## src/rtl/noc_pkg.sv

```systemverilog
// Shared router package.
// Holds the port-code encoding (also used by mux_5to1), the arbiter
// state type and a small mod-5 increment helper for port codes.
package noc_pkg;

  localparam int NUM_PORTS = 5;

  // Port codes; bit index in request vectors equals the code.
  typedef enum logic [2:0] {
    N = 3'd0,
    S = 3'd1,
    W = 3'd2,
    E = 3'd3,
    L = 3'd4
  } port_e;

  typedef enum logic {
    IDLE   = 1'b0,
    LOCKED = 1'b1
  } arb_state_e;

  // Next port code, wrapping 4 -> 0.
  function automatic logic [2:0] inc_mod5(input logic [2:0] p);
    return (p >= 3'd4) ? 3'd0 : p + 3'd1;
  endfunction

endpackage

```

## src/rtl/rr_pick5.sv

```systemverilog
// Combinational rotate-priority picker over five requesters.
// Ports:
//   req_i   [4:0] request vector (bit index = port code)
//   start_i [2:0] highest-priority port code (0..4)
//   idx_o   [2:0] first requesting port code scanning start, start+1, ... mod 5
//   found_o       any request present
module rr_pick5
  import noc_pkg::*;
(
  input  logic [4:0] req_i,
  input  logic [2:0] start_i,
  output logic [2:0] idx_o,
  output logic       found_o
);

  logic [3:0] pos;

  always_comb begin
    idx_o   = 3'd0;
    found_o = 1'b0;
    pos     = 4'd0;
    for (int i = 0; i < NUM_PORTS; i++) begin
      pos = {1'b0, start_i} + 4'(i);
      if (pos >= 4'(NUM_PORTS)) pos = pos - 4'(NUM_PORTS);
      if (!found_o && req_i[pos[2:0]]) begin
        found_o = 1'b1;
        idx_o   = pos[2:0];
      end
    end
  end

endmodule

```

## src/rtl/rr_arbiter_5.sv

```systemverilog
// Five-input round-robin arbiter with wormhole (packet) locking for one
// router output port. The owner keeps the grant until its tail flit
// transfers (LOCK_EN=1) or for a single flit (LOCK_EN=0).
//
// Handshake: a flit moves (xfer_o=1) in a cycle where an owner is held
// (valid_o), the owner's req_i bit is high and out_ready_i is high. Nothing
// else is a transfer; requests from non-owners are ignored while locked.
//
// Ports:
//   clk_i, rst_i   clock (rising edge), async active-high reset
//   req_i  [4:0]   per-input flit request (bit = port code)
//   tail_i [4:0]   presented flit is a tail, qualified by req_i
//   out_ready_i    downstream accepts a flit this cycle
//   grant_o [4:0]  one-hot owner, zero when idle
//   sel_o   [2:0]  owner port code for mux_5to1, 000 when idle
//   valid_o        owner held
//   xfer_o         flit moves this cycle (combinational)
//   state_o, ptr_o debug view of the FSM state and priority pointer
module rr_arbiter_5
  import noc_pkg::*;
#(
  parameter bit LOCK_EN = 1'b1
) (
  input  logic       clk_i,
  input  logic       rst_i,
  input  logic [4:0] req_i,
  input  logic [4:0] tail_i,
  input  logic       out_ready_i,
  output logic [4:0] grant_o,
  output logic [2:0] sel_o,
  output logic       valid_o,
  output logic       xfer_o,
  output arb_state_e state_o,
  output logic [2:0] ptr_o
);

  arb_state_e state_q, state_d;
  logic [2:0] owner_q, owner_d;
  logic [2:0] ptr_q, ptr_d;

  logic [4:0] owner_bit;
  logic       locked;
  logic       xfer;
  logic       release_lock;

  logic [4:0] pick_req;
  logic [2:0] pick_start;
  logic [2:0] pick_idx;
  logic       pick_found;

  assign locked       = (state_q == LOCKED);
  assign owner_bit    = 5'b00001 << owner_q;
  assign xfer         = locked & req_i[owner_q] & out_ready_i;
  assign release_lock = xfer & (!LOCK_EN | tail_i[owner_q]);

  // One picker serves both cases: from IDLE it scans all requests from ptr;
  // on release it excludes the departing owner and starts just after it,
  // so the same input cannot re-win without passing through IDLE.
  always_comb begin
    pick_req   = req_i;
    pick_start = ptr_q;
    if (locked) begin
      pick_req   = req_i & ~owner_bit;
      pick_start = inc_mod5(owner_q);
    end
  end

  rr_pick5 u_pick (
    .req_i   (pick_req),
    .start_i (pick_start),
    .idx_o   (pick_idx),
    .found_o (pick_found)
  );

  always_comb begin
    state_d = state_q;
    owner_d = owner_q;
    ptr_d   = ptr_q;
    case (state_q)
      IDLE: begin
        if (pick_found) begin
          state_d = LOCKED;
          owner_d = pick_idx;
        end
      end
      LOCKED: begin
        if (release_lock) begin
          ptr_d = inc_mod5(owner_q);
          if (pick_found) begin
            owner_d = pick_idx;
          end else begin
            state_d = IDLE;
          end
        end
      end
    endcase
  end

  always_ff @(posedge clk_i or posedge rst_i) begin
    if (rst_i) begin
      state_q <= IDLE;
      owner_q <= 3'd0;
      ptr_q   <= 3'd0;
    end else begin
      state_q <= state_d;
      owner_q <= owner_d;
      ptr_q   <= ptr_d;
    end
  end

  assign valid_o = locked;
  assign grant_o = locked ? owner_bit : 5'b00000;
  assign sel_o   = locked ? owner_q : 3'd0;
  assign xfer_o  = xfer;
  assign state_o = state_q;
  assign ptr_o   = ptr_q;

endmodule

```

## config.mk

```make
export PLATFORM = sky130hd
export DESIGN_NAME = rr_arbiter_5
export DESIGN_NICKNAME = d
export VERILOG_FILES = /design/src/rtl/noc_pkg.sv /design/src/rtl/rr_pick5.sv /design/src/rtl/rr_arbiter_5.sv
export SDC_FILE = /design/constraint.sdc
export NUM_CORES = 1
export LEC_CHECK = 0
export BUFFER_PORTS_ARGS = -buffer_cell sky130_fd_sc_hd__buf_4
export CORE_MARGIN = 2
export CORE_UTILIZATION = 35
export CTS_CLUSTER_SIZE = 28
export DETAILED_ROUTE_END_ITERATION = 8
export PLACE_DENSITY = 0.66
export SKIP_LAST_GASP = 1
export SYNTH_ARGS = -nofsm -noshare
export SYNTH_HDL_FRONTEND = slang
export SYNTH_SLANG_ARGS = --single-unit
```

## constraint.sdc

```tcl
create_clock -name clk_i -period 4.85 [get_ports clk_i]
set_input_delay 0.485 -clock clk_i [delete_from_list [all_inputs] [get_ports clk_i]]
set_output_delay 0.485 -clock clk_i [all_outputs]
set_load 0.05 [all_outputs]
```

==> flow_summary.yaml <==
floorplan:
  io_pins: 27
  core_sq_mm: 0.00444
  die_h_um: 72.7
  die_w_um: 72.7
  fp.dieArea_sq_mm: 0.00528
  rows: 24
  start_util_pct: 37.2
timing:
  maxSlewViolCount: 0
  skew_ns: 0.00501
  worst_pin_slew_ns: 0.693
  setup_ws_ns: 0.402
  fin_tns_setup_ns: 0
  setup_viol: 0
  rsz0062_at_grt: "no"
  post-route-min-period_ns: 4.45
  max_slew_margin_pct: 53.4
  max_freq_mhz: 225
  whs_ns: 0.186
  hold_viol: 0
  period_share_pct: 91.7
place:
  place_ws_ns: 0.324
  port_buffers: 26
  place.detailed.hpwl_um: 4030
  gp_congestion: 0.919
clock_network:
  cts_root_buf: "clkbuf_8"
  numCtsBuffers: 3
  holdBufCountCts: 0
  clock_latency_ns: 0.23
  cts_tree: "yes"
  ctsLongestPathBuffers: 2
  clk_pin_slew_ns: 0.04
  cts_sinks: 7
  cts-htree-levels: 1
synthesis:
  netlist_top_cells_area: "dfrtp_1 (11%), ha_1 (9.1%), mux2_2 (5.5%), nand2_1 (5.0%), a211oi_1 (3.2%)"
  synth_top_area_cell: "dfrtp_1"
  yosys.area.top_type_share_pct: 10.6
  synthCells: 211
  syn_nets: 237
  synth.cell_area_sq_mm: 0.00165
  yosys_warnings: 0
  synth-seq-cells: 7
  synthFlopType: "dfrtp_1"
  async_reset_ff_share_pct: 100
  synth.most_common_cell: "nand2_1"
  ys_top_cells_by_count: "nand2_1 (22), inv_1 (14), nor2_1 (14)"
  synth_edf_count: 0
  synth_cell_types: 61
  seq_area_frac_synth_pct: 10.6
  synth.avg_cell_area_sq_um: 7.83
worst_setup_path:
  r2r_start: "owner_q[1]"
  worstRegToRegCells: 15
  arrival_ns: 4.55
  end_kind: "flop"
  crit_slowest_cell: "or4_4"
  setup.worst_path.class: "reg -> reg"
  rr_endpoint: "owner_q[1]"
  startpoint_type: "flop"
  rrSetupSlack_ns: 0.40
  worstPathRequired_ns: 4.95
  cpPeakStageDelay_ns: 0.57
  crit_fanout: 9
  crit_chain: "inv_1 -> ha_1 -> and3b_1 -> nor2_4 -> inv_1 -> ha_1 -> nand2_1 -> nor3_2 -> or3_1 -> a32o_1 -> a31oi_1 -> o211ai_4 -> or4_4 -> o32ai_2 -> a31oi_1"
route:
  route.detailed.drc: 0
  viasPerCell: 6.13
  drt_iter0_drc: 242
  vias: 1766
  routed.top_layer: "met4"
  drt-met1-wl_um: 2140
  first_pass_iters: 4
  wl_um: 4940
  met2WireLength_um: 2260
  drtAntennaViolNets: 0
  wire_per_inst_um: 17.1
  met3_length_um: 329
cells_and_area:
  fin_util_pct: 43.6
  final_nets: 263
  area_growth_pct: 17.2
  drive_gt1_share_pct: 25.0
  n_antenna_cell: 0
global_routing:
  grt_pass1_vias: 1671
  grt-ovfl-total: 0
  grt_max_degree: 18
  grt_use_total_pct: 19.7
  antenna_found_initial: 0
  grt_pass1_wl_um: 8100
run:
  cap_violations: 0
worst_hold_path:
  holdCritPathClass: "in -> async"
run_status:
  outcome: "finished clean"
-- cells by family after synthesis --
group / synth area share [%]
adder cells (fa/ha/maj): 10.3
multiplexers: 10.9
AND/OR/NAND/NOR: 28.0
buffers and inverters: 7.58
flip-flops: 10.6
XOR/XNOR: 1.59
AO/OA/AOI/OAI: 31.0
-- layer usage --
layer	up-vias	global-route usage (%)
met4	0	11.1
met1	833	26.7
li1	839	-
met5	-	0
met2	75	30.5
met3	19	1.80
-- how the worst max path moves through the flow --
stage               slack (ns)  startpoint    endpoint
floorplan                 0.86  owner_q[2]  owner_q[1]
global placement          0.34  owner_q[1]  owner_q[1]
detailed placement        0.32  owner_q[1]  owner_q[1]
CTS                       0.31  owner_q[1]  owner_q[1]
global route              0.16  owner_q[1]  owner_q[1]
finish                    0.40  owner_q[1]  owner_q[1]
-- area by class of cell --
class                      instances  area [sq um]
tap                               52          65.1
timing repair buffer              31           233
fill                             457          2510
multi-input combinational        179          1360
inverter                          15          61.3
clock buffer                       4          45.0
sequential                         7           175
-- cell usage in the layout, fill, tap and decap left out, drive strengths merged, types with 3 or more instances in the layout --
cell    instances
buf            31
inv            14
o32ai           3
xnor2           3
nand3b          4
mux2            9
ha             12
nand2b          4
nor3            8
o22ai           3
a31oi           8
o31ai           4
nor3b           3
a21oi          12
dfrtp           7
mux2i           3
a211oi          8
nor2           15
nor2b           8
and2            6
nand3           3
o21ai          10
clkbuf          4
nand2          22
-- worst max-delay path: cells and delay by family, from the launching register on --
kind                     cells  cell delay, ns
AO/OA/AOI/OAI                5            1.10
adder cells (fa/ha/maj)      2            0.64
buffers and inverters        2            0.36
flip-flops                   1            0.53
AND/OR/NAND/NOR              6            1.68
-- registers in the layout (all words and copies together), names as in the netlist --
name,count
owner_q,3
state_o,1
ptr_o,3
-- repair_timing --
action | CTS | global route
endpoints found under the setup margin | 0 | 1
gates resized for setup | 0 | 1
setup buffers | 0 | 0
-- stage by stage --
step / instance area, sq um / std cells
after detailed placement: 1890 / 284
final: 1940 / 288
after CTS: 1930 / 288
after floorplan: 1650 / 211
after global placement: 1890 / 284
after global routing: 1940 / 288
Power is left out: the tool's default activity adds up to more than one toggle a clock period on the data nets, which glitch-free logic cannot reach.
